==> src/rtl/fetch_unit.sv <==
// Instruction fetch stage: owns the fetch PC, issues instruction reads and loads the IF/ID latch.
// A one-entry skid buffer (HOLD) absorbs decode stalls; DRAIN retires a wrong-path read after a redirect.
module fetch_unit #(
    parameter int WORD_SIZE = 16
) (
    input  logic                 clk,
    input  logic                 reset_n,
    input  logic [WORD_SIZE-1:0] pred_npc,
    input  logic                 pred_taken,
    output logic [WORD_SIZE-1:0] pc_out,
    output logic                 mem_req,
    output logic [WORD_SIZE-1:0] mem_addr,
    input  logic                 mem_ready,
    input  logic [WORD_SIZE-1:0] mem_data,
    input  logic                 redirect,
    input  logic [WORD_SIZE-1:0] redirect_pc,
    input  logic                 id_stall,
    output logic                 if_valid,
    output logic [WORD_SIZE-1:0] if_instr,
    output logic [WORD_SIZE-1:0] if_pc,
    output logic [WORD_SIZE-1:0] if_pred_npc,
    output logic                 if_pred_taken,
    output logic [1:0]           debug_state
);

    localparam logic [1:0] FETCH = 2'd0;
    localparam logic [1:0] HOLD  = 2'd1;
    localparam logic [1:0] DRAIN = 2'd2;

    logic [1:0]           state;
    logic [WORD_SIZE-1:0] pc;
    logic [WORD_SIZE-1:0] pending;
    logic                 skid_valid;
    logic [WORD_SIZE-1:0] skid_instr;
    logic [WORD_SIZE-1:0] skid_pc;
    logic [WORD_SIZE-1:0] skid_npc;
    logic                 skid_taken;
    logic                 latch_free;

    // Handshake: a read is outstanding whenever mem_req=1; mem_ready=1 completes it in that
    // same cycle. The address is a register, so it is stable for the whole request.
    assign pc_out      = pc;
    assign mem_addr    = pc;
    assign mem_req     = reset_n && ((state == FETCH) || (state == DRAIN));
    assign debug_state = state;
    assign latch_free  = !if_valid || !id_stall;

    always_ff @(posedge clk) begin
        if (!reset_n) begin
            state         <= FETCH;
            pc            <= '0;
            pending       <= '0;
            skid_valid    <= 1'b0;
            skid_instr    <= '0;
            skid_pc       <= '0;
            skid_npc      <= '0;
            skid_taken    <= 1'b0;
            if_valid      <= 1'b0;
            if_instr      <= '0;
            if_pc         <= '0;
            if_pred_npc   <= '0;
            if_pred_taken <= 1'b0;
        end else if (redirect) begin
            // Flush wins over stall and capture; a read still in flight must be drained first.
            if_valid   <= 1'b0;
            skid_valid <= 1'b0;
            case (state)
                FETCH: begin
                    if (mem_ready) begin
                        pc <= redirect_pc;
                    end else begin
                        pending <= redirect_pc;
                        state   <= DRAIN;
                    end
                end
                HOLD: begin
                    pc    <= redirect_pc;
                    state <= FETCH;
                end
                DRAIN: begin
                    if (mem_ready) begin
                        pc    <= redirect_pc;
                        state <= FETCH;
                    end else begin
                        pending <= redirect_pc;
                    end
                end
                default: state <= FETCH;
            endcase
        end else begin
            case (state)
                FETCH: begin
                    if (mem_ready) begin
                        pc <= pred_npc;
                        if (latch_free) begin
                            if_valid      <= 1'b1;
                            if_instr      <= mem_data;
                            if_pc         <= pc;
                            if_pred_npc   <= pred_npc;
                            if_pred_taken <= pred_taken;
                        end else begin
                            skid_valid <= 1'b1;
                            skid_instr <= mem_data;
                            skid_pc    <= pc;
                            skid_npc   <= pred_npc;
                            skid_taken <= pred_taken;
                            state      <= HOLD;
                        end
                    end else if (if_valid && !id_stall) begin
                        if_valid <= 1'b0;
                    end
                end
                HOLD: begin
                    if (!id_stall && skid_valid) begin
                        if_valid      <= 1'b1;
                        if_instr      <= skid_instr;
                        if_pc         <= skid_pc;
                        if_pred_npc   <= skid_npc;
                        if_pred_taken <= skid_taken;
                        skid_valid    <= 1'b0;
                        state         <= FETCH;
                    end
                end
                DRAIN: begin
                    // Wrong-path data is dropped; fetch resumes at the saved redirect target.
                    if (mem_ready) begin
                        pc    <= pending;
                        state <= FETCH;
                    end
                end
                default: state <= FETCH;
            endcase
        end
    end

endmodule

==> config.mk <==
export PLATFORM = sky130hd
export DESIGN_NAME = fetch_unit
export DESIGN_NICKNAME = d
export VERILOG_FILES = /design/src/rtl/fetch_unit.sv
export SDC_FILE = /design/constraint.sdc
export NUM_CORES = 1
export LEC_CHECK = 0
export ABC_AREA = 1
export ABC_CLOCK_PERIOD_IN_PS = 1750
export BUFFER_PORTS_ARGS = -buffer_cell sky130_fd_sc_hd__buf_2
export CORE_MARGIN = 8
export CORE_UTILIZATION = 26
export DETAILED_ROUTE_END_ITERATION = 8
export GPL_ROUTABILITY_DRIVEN = 0
export GPL_TIMING_DRIVEN = 0
export SYNTH_ARGS = -nofsm -noshare
export SYNTH_HDL_FRONTEND = slang
export SYNTH_SLANG_ARGS = --single-unit
==> constraint.sdc <==
create_clock -name clk -period 1.75 [get_ports clk]
set_input_delay 0 -clock clk [delete_from_list [all_inputs] [get_ports clk]]
set_output_delay 0 -clock clk [all_outputs]
set_load 0.05 [all_outputs]
==> summary.md, run 1 <==
| Metric | Value |
|---|---|
| Sink Count | between 100 and 150 |
| Warning count from the yosys run | 0 |
| Sequential area share after synthesis | between 40% and 50% |
| Drt initial violations | 408 |
| Slew @ Worst Pin | roughly 620 ps |
| CP startpoint kind | flop |
| Critical Path AT | 1990 ps |
| Internal cell power | about 6000 uW |
| Die area | ~29,000 um2 |
| Critical Setup Path Class | flop to flop |
| Largest net degree at the start of global routing | 17 |
| Max cap viols | 0 |
| # fillers | approximately 2,600 |
| HP Class | input pin to flop |
| VDD IR max | ~0.63 mV |
| Most frequent cells in the layout | 326 x nand2_1, 263 x nor2_1, 148 x buf_2, 132 x dfxtp_1, 82 x o21ai_0 |
| PwrDens | just over 1000 nW/um2 |
| Drt total wl | between 20,000 and 25,000 um |
| Share of cells above drive strength 1 | a little under a fifth |
| Max FO, Critical Path | 10 |
| TritonCTS clock tree | built |
| Pre-CTS setup slack | -86.6 ps |
| WL/cell | 13.5 um |
| Final Worst Setup Slack | roughly 120 ps |
| Final net count | 1,239 |
| Commonest non-fill, non-tap cell in the layout | nand2_1 |
| Worst-Skew Late Latency | approximately 430 ps |
| CP max stage delay | around 400 ps |
| RSZ-0062 raised after global routing | true |
| Remaining global-route overflow | 0 |
| Switching share of power | between 30% and 40% |
| Cell taking the most area after synthesis | dfxtp_1 |
| Vias/cell | between 4 and 5 |
| Total power | ~8600 uW |
| Static leakage | between 0.004 and 0.005 uW |
| Via Count | 6,427 |
| Num CTS Buffers | 17 |
| Post-route ant nets | 0 |
| Synthesized flop and latch total | 134 |
| Vias in the first global route | approximately 6,000 |
| Syn nets | 1,033 |
| Synth Area per Inst | about 6.3 um2 |
| Prevailing post-synth register cell | dfxtp_1 |
| Die H | roughly 170 um |
| Synth top area share | ~44% |
| Fin. Hold Viols | 0 |
| Min Tclk post-route | 1630 ps |
| CP Capture Type | flop |
| Final setup fails | 0 |
| R2R Setup Slk | 120 ps |
| Mapped Cells | 979 |
| Initial core utilization | a little over a quarter |
| Io pins | between 100 and 150 |
| Clock root buffer | clkbuf_16 |
| Die W | roughly 170 um |
| Post-route DRC | 0 |
| Clk pwr share | around 44% |
| Core area | around 23,000 um2 |
| Detailed placer's ending HPWL | between 15,000 and 20,000 um |
| Sequential power share | 38.5% |
| Slowest-stage cell, CP | dfxtp_4 |
| Async SR Flop Fraction | 0% |
| Outcome | complete, no violations |
| EDFF count, synth | 0 |
| First-pass GRT wire length | roughly 32,000 um |
| Initial antenna violation count | 1 |
| Fin crit share | roughly 93% |
| Peak Freq | roughly 610 MHz |
| Drt pass-1 iters | 5 |
| # port buffers | roughly 140 |
| Worst relative slew slack | between 50% and 60% |
| Power share of the combinational group | between 15 and 20% |
| Syn-to-layout area delta | 36.8% |
| Clk slew on worst S/H paths | 70 ps |
| Switch Pwr | 2660 uW |
| Number of H-tree levels | 4 |
| Required @ worst endpoint | about 2100 ps |
| Netlist Area Pre-Place | just over 6000 um2 |
| Final slew viol count | 0 |
| Critical path, cell by cell | inv_2 > nor2_4 > buf_12 > clkbuf_1 > nand2_1 > nand2_1 > nor2_1 > nor2_1 |
| Skew final | roughly 8.6 ps |
| GRT Total Usage | about 14% |
| Rows | 56 |
| Synth area leaders | dfxtp_1 44%, nand2_1 20%, nor2_1 16% |
| Yosys cell types | 20 |
| Clk buf depth | 2 |
==> worst max-delay path, delay by kind of cell, from the launching register on <==
| family | cells | cell delay [ps] |
|---|---|---|
| AND/OR/NAND/NOR | 5 | 570 |
| buffers and inverters | 3 | 590 |
| flip-flops | 1 | 400 |
==> synth_stat cells, types with 3 or more instances <==
cell,instances
dfxtp_1,134
inv_1,60
nor2_1,264
inv_2,7
buf_2,12
nand3_1,8
o21ai_0,82
a21oi_1,18
nand2_1,326
clkbuf_1,33
buf_4,20
nor2_4,3
buf_1,5
==> path summary, 6_finish.rpt <==
path,startpoint,endpoint,cells past startpoint
setup / recovery,debug_state[0],if_pc[6],8
hold / removal,redirect,mem_addr[0],5
hold reg to reg,pending[15],pending[15],2
setup reg to reg,debug_state[0],if_pc[6],8
==> routing by layer <==
layer  vias to the layer above  share of wire (%)  track usage [%]
li1                       3361                  -                -
met1                      2856                 47             18.8
met2                       192                 45             22.7
met3                        18                7.0             4.00
met4                         0                1.2             3.46
met5                         -                  0                0
==> cells by family (layout without fill, tap and decap cells) <==
| logic type | after synthesis | in the layout | synth area share (%) |
|---|---|---|---|
| compound gates | 101 | 101 | 8.25 |
| other cells | 0 | 1 | 0 |
| flops | 134 | 134 | 43.8 |
| buf+inv | 138 | 357 | 10.0 |
| simple gates | 606 | 606 | 37.9 |
==> final cells by class <==
class	count	area, um2	area share (%)
sequential	134	2690	32.1
inverter	67	251	3.00
tap	319	399	4.76
timing repair buffer	188	1210	14.5
antenna	1	2.50	0.0299
buffer	70	369	4.40
clock buffer	18	439	5.24
clock inverter	14	176	2.11
multi-input combinational	707	2840	33.9
==> timing repair <==
item / CTS / global route
hold endpoints to repair: 104 / 0
hold buffers: 51 / 0
setup buffers: 0 / 1
pin swaps: 0 / 1
resized for setup: 2 / 12
endpoints found under the setup margin: 23 / 64
==> per-stage QoR <==
stage / cells / hold slack [ps] / utilization (%) / TNS, ps / area [um2]
detailed placement: 1434 / 250 / 30.9 / -1030 / 7210
finish: 1518 / 47.3 / 35.9 / 0 / 8380
CTS: 1517 / 36.7 / 35.8 / 0 / 8340
global route: 1518 / 73.9 / 35.9 / -59.5 / 8380
global placement: 1434 / 243 / 30.9 / -932 / 7210
floorplan: 979 / 135 / - / 0 / 6130
==> sequential cells by signal (all words and copies together), names as in the netlist, 16 cells and up <==
register	cells
skid_npc	16
skid_instr	16
if_instr	16
mem_addr	16
pending	16
skid_pc	16
if_pred_npc	16
if_pc	16
==> power by group through the flow <==
stage | logic [uW] | registers, uW | clock network (uW)
2_1_floorplan | 642 | 3780 | 0
5_1_grt | 1700 | 3340 | 3950
6_report | 1550 | 3320 | 3750
4_1_cts | 1560 | 3320 | 3800
3_3_place_gp | 1450 | 3380 | 0
3_5_place_dp | 1460 | 3390 | 0
(Power assumes the default switching activity.)
==> run 2, diff against run 1 <==
--- a/config.mk
+++ b/config.mk
@@ -13,6 +13,7 @@
 export DETAILED_ROUTE_END_ITERATION = 8
 export GPL_ROUTABILITY_DRIVEN = 0
 export GPL_TIMING_DRIVEN = 0
+export RECOVER_POWER = 25
 export SYNTH_ARGS = -nofsm -noshare
 export SYNTH_HDL_FRONTEND = slang
 export SYNTH_SLANG_ARGS = --single-unit
==> run 2 against run 1 <==
Against the previous run: via count decreased by 0.33%; clock power about the same; combinational power barely moved; non-clock buffer count unchanged; cell area fell by 0.75%; clock skew rose by 0.54 ps; register-to-register slack about the same; critical path depth stayed put; hold slack lost 2.3 ps; critical endpoint unchanged; utilization shrank 0.27 points; global-route usage unchanged.
==> summary.md, run 2 (synthesis gave the netlist of run 1 again) <==
| Metric | Value |
|---|---|
| Outcome | complete, no violations |
| Clk buf depth | 2 (unchanged) |
| TritonCTS clock tree | built |
| Final setup fails | 0 (unchanged) |
| CP Capture Type | flop |
| Post-route DRC | 0 (unchanged) |
| # fillers | 2,598 (+0.50%) |
| HP Class | input pin to flop |
| Hold path cells | 5 (unchanged) |
| Most frequent cells in the layout | 326 x nand2_1, 263 x nor2_1, 132 x dfxtp_1, 98 x buf_2, 82 x o21ai_0 |
| Hold Path End | mem_addr[0] |
| Static leakage | 0.00417 uW (-4.5%) |
| Die W | 169 um (unchanged) |
| Critical path launch point | debug_state[0] |
| Clk slew on worst S/H paths | 60 ps (about the same) |
| Final Util | 35.6% (-0.27 points) |
| Critical path buffers and inverters | 3 (unchanged) |
| Skew final | 9.16 ps (+0.536 ps) |
| Fin. Hold Viols | 0 (unchanged) |
| Die H | 169 um (unchanged) |
| GRT Total Usage | 14.3% (unchanged) |
| Min Tclk post-route | 1640 ps (+5.29 ps) |
| Number of H-tree levels | 4 (unchanged) |
| Hold slack | 45.0 ps (-2.30 ps) |
| WL/cell | 13.5 um (about the same) |
| Fin crit share | 93.5% (+0.30 points) |
| Detailed placer's ending HPWL | 15,200 um (unchanged) |
| Share of cells above drive strength 1 | 14.4% (-4.2 points) |
| Slowest-stage cell, CP | dfxtp_4 |
| CP startpoint kind | flop |
| Placed inst area | 7210 um2 (unchanged) |
| Initial core utilization | 26.3% (unchanged) |
| First-pass GRT wire length | 32,300 um (unchanged) |
| Critical Path AT | 1990 ps (about the same) |
| Remaining global-route overflow | 0 (unchanged) |
| Min-Delay Startpoint | redirect |
| Post-route cell area | 8320 um2 (-0.75%) |
| Rows | 56 (unchanged) |
| Clock root buffer | clkbuf_16 |
| Worst-Skew Late Latency | 420 ps (about the same) |
| Worst r2r path cells | 8 (unchanged) |
| PwrDens | 1030 nW/um2 (+0.40%) |
| R2r startpoint | debug_state[0] |
| Multi-input gate area | 2840 um2 (unchanged) |
| Worst relative slew slack | 56.0% (-2.5 points) |
| Largest net degree at the start of global routing | 17 (unchanged) |
| R2R Setup Slk | 110 ps (about the same) |
| R2r endpoint | if_pc[6] |
| Required @ worst endpoint | 2100 ps (about the same) |
| Num CTS Buffers | 17 (unchanged) |
| Top delay family on crit path | buffers and inverters |
| Commonest non-fill, non-tap cell in the layout | nand2_1 |
| # port buffers | 136 (unchanged) |
| Peak Freq | 611 MHz (-0.32%) |
| CP max stage delay | 400 ps (about the same) |
| Register area | 2690 um2 (unchanged) |
| Total power | 8590 uW (-0.35%) |
| Pre-CTS setup slack | -86.6 ps (unchanged) |
| Io pins | 139 (unchanged) |
| RSZ-0062 raised after global routing | true |
| Final slew viol count | 0 (unchanged) |
| Critical path, cell by cell | inv_2 > nor2_4 > buf_12 > clkbuf_1 > nand2_1 > nand2_1 > nor2_1 > nor2_1 |
| Slew @ Worst Pin | 663 ps (+40.4 ps) |
| Drt pass-1 iters | 5 (unchanged) |
| Core area | 23,300 um2 (unchanged) |
| Sink Count | 134 (unchanged) |
| Drt initial violations | 438 (+7.4%) |
| VDD IR max | 0.629 mV (-0.90%) |
| Syn-to-layout area delta | 35.8% |
| Critical Setup Path Class | flop to flop |
| Final net count | 1,239 (unchanged) |
| Max FO, Critical Path | 10 (unchanged) |
| Post-route ant nets | 0 (unchanged) |
| Max cap viols | 0 (unchanged) |
| Initial antenna violation count | 1 (unchanged) |
| Final Worst Setup Slack | 113 ps (-5.29 ps) |
| Via Count | 6,406 (-0.33%) |
| Drt total wl | 20,500 um (about the same) |
| Die area | 28,700 um2 (unchanged) |
| Vias in the first global route | 5,929 (unchanged) |
| Vias/cell | 4.22 (-0.33%) |
==> run 2: cell types whose count changed in the layout (fill, tap and decap cells not counted) <==
cell      before  now
clkbuf_1      28   78
buf_2        148   98
==> run 2: area by class of cell <==
class / count / share of cell area (%)
antenna: 1 / 0.0301
clock inverter: 14 / 2.12
timing repair buffer: 188 / 13.8
buffer: 70 / 4.44
sequential: 134 / 32.3
tap: 319 / 4.80
clock buffer: 18 / 5.28
multi-input combinational: 707 / 34.2
inverter: 67 / 3.02
==> run 2: how the worst max path moves through the flow <==
stage                           endpoint  depth (start not counted)  slack (ps)
after floorplan             if_instr[11]                          7          30
after global placement    if_pred_npc[5]                          8         -80
after detailed placement  if_pred_npc[5]                          8         -90
after CTS                 if_pred_npc[5]                          8          30
after global routing            if_pc[6]                          8         -40
final                           if_pc[6]                          8         110
==> run 2: worst register-to-register path: stages (launching register included) <==
cell and delay [ps]:
dfxtp_4 400, inv_2 80, nor2_4 220, buf_12 140, clkbuf_1 380, nand2_1 110
nand2_1 90, nor2_1 50, nor2_1 110
==> run 2: power by group <==
part / switching, uW / internal [uW] / leakage [uW]
Combinational: 1090 / 437 / 0.00279
Sequential: 114 / 3210 / 0.00110
Clock: 1450 / 2290 / 0.000285
Total: 2650 / 5930 / 0.00417
==> run 2: per-layer routing <==
metal  global-route usage, %  part of all wire, %  vias up
met1                    18.8                   47     2835
met3                    4.00                  7.1       13
met2                    22.7                   44      195
met4                    3.46                  1.0        0
li1                        -                    -     3363
met5                       0                    0        -
==> run 2: repair_timing <==
action                                  CTS  global route
gates resized for setup                   2            12
hold buffers                             51             0
pin swaps                                 0             1
setup buffers                             0             1
endpoints found under the hold margin   104             0
endpoints found under the setup margin   23            64
==> run 2: metrics by stage <==
step	instances	TNS, ps
detailed placement	1434	-1030
global placement	1434	-932
finish	1518	0
global route	1518	-59.5
CTS	1517	0
floorplan	979	0
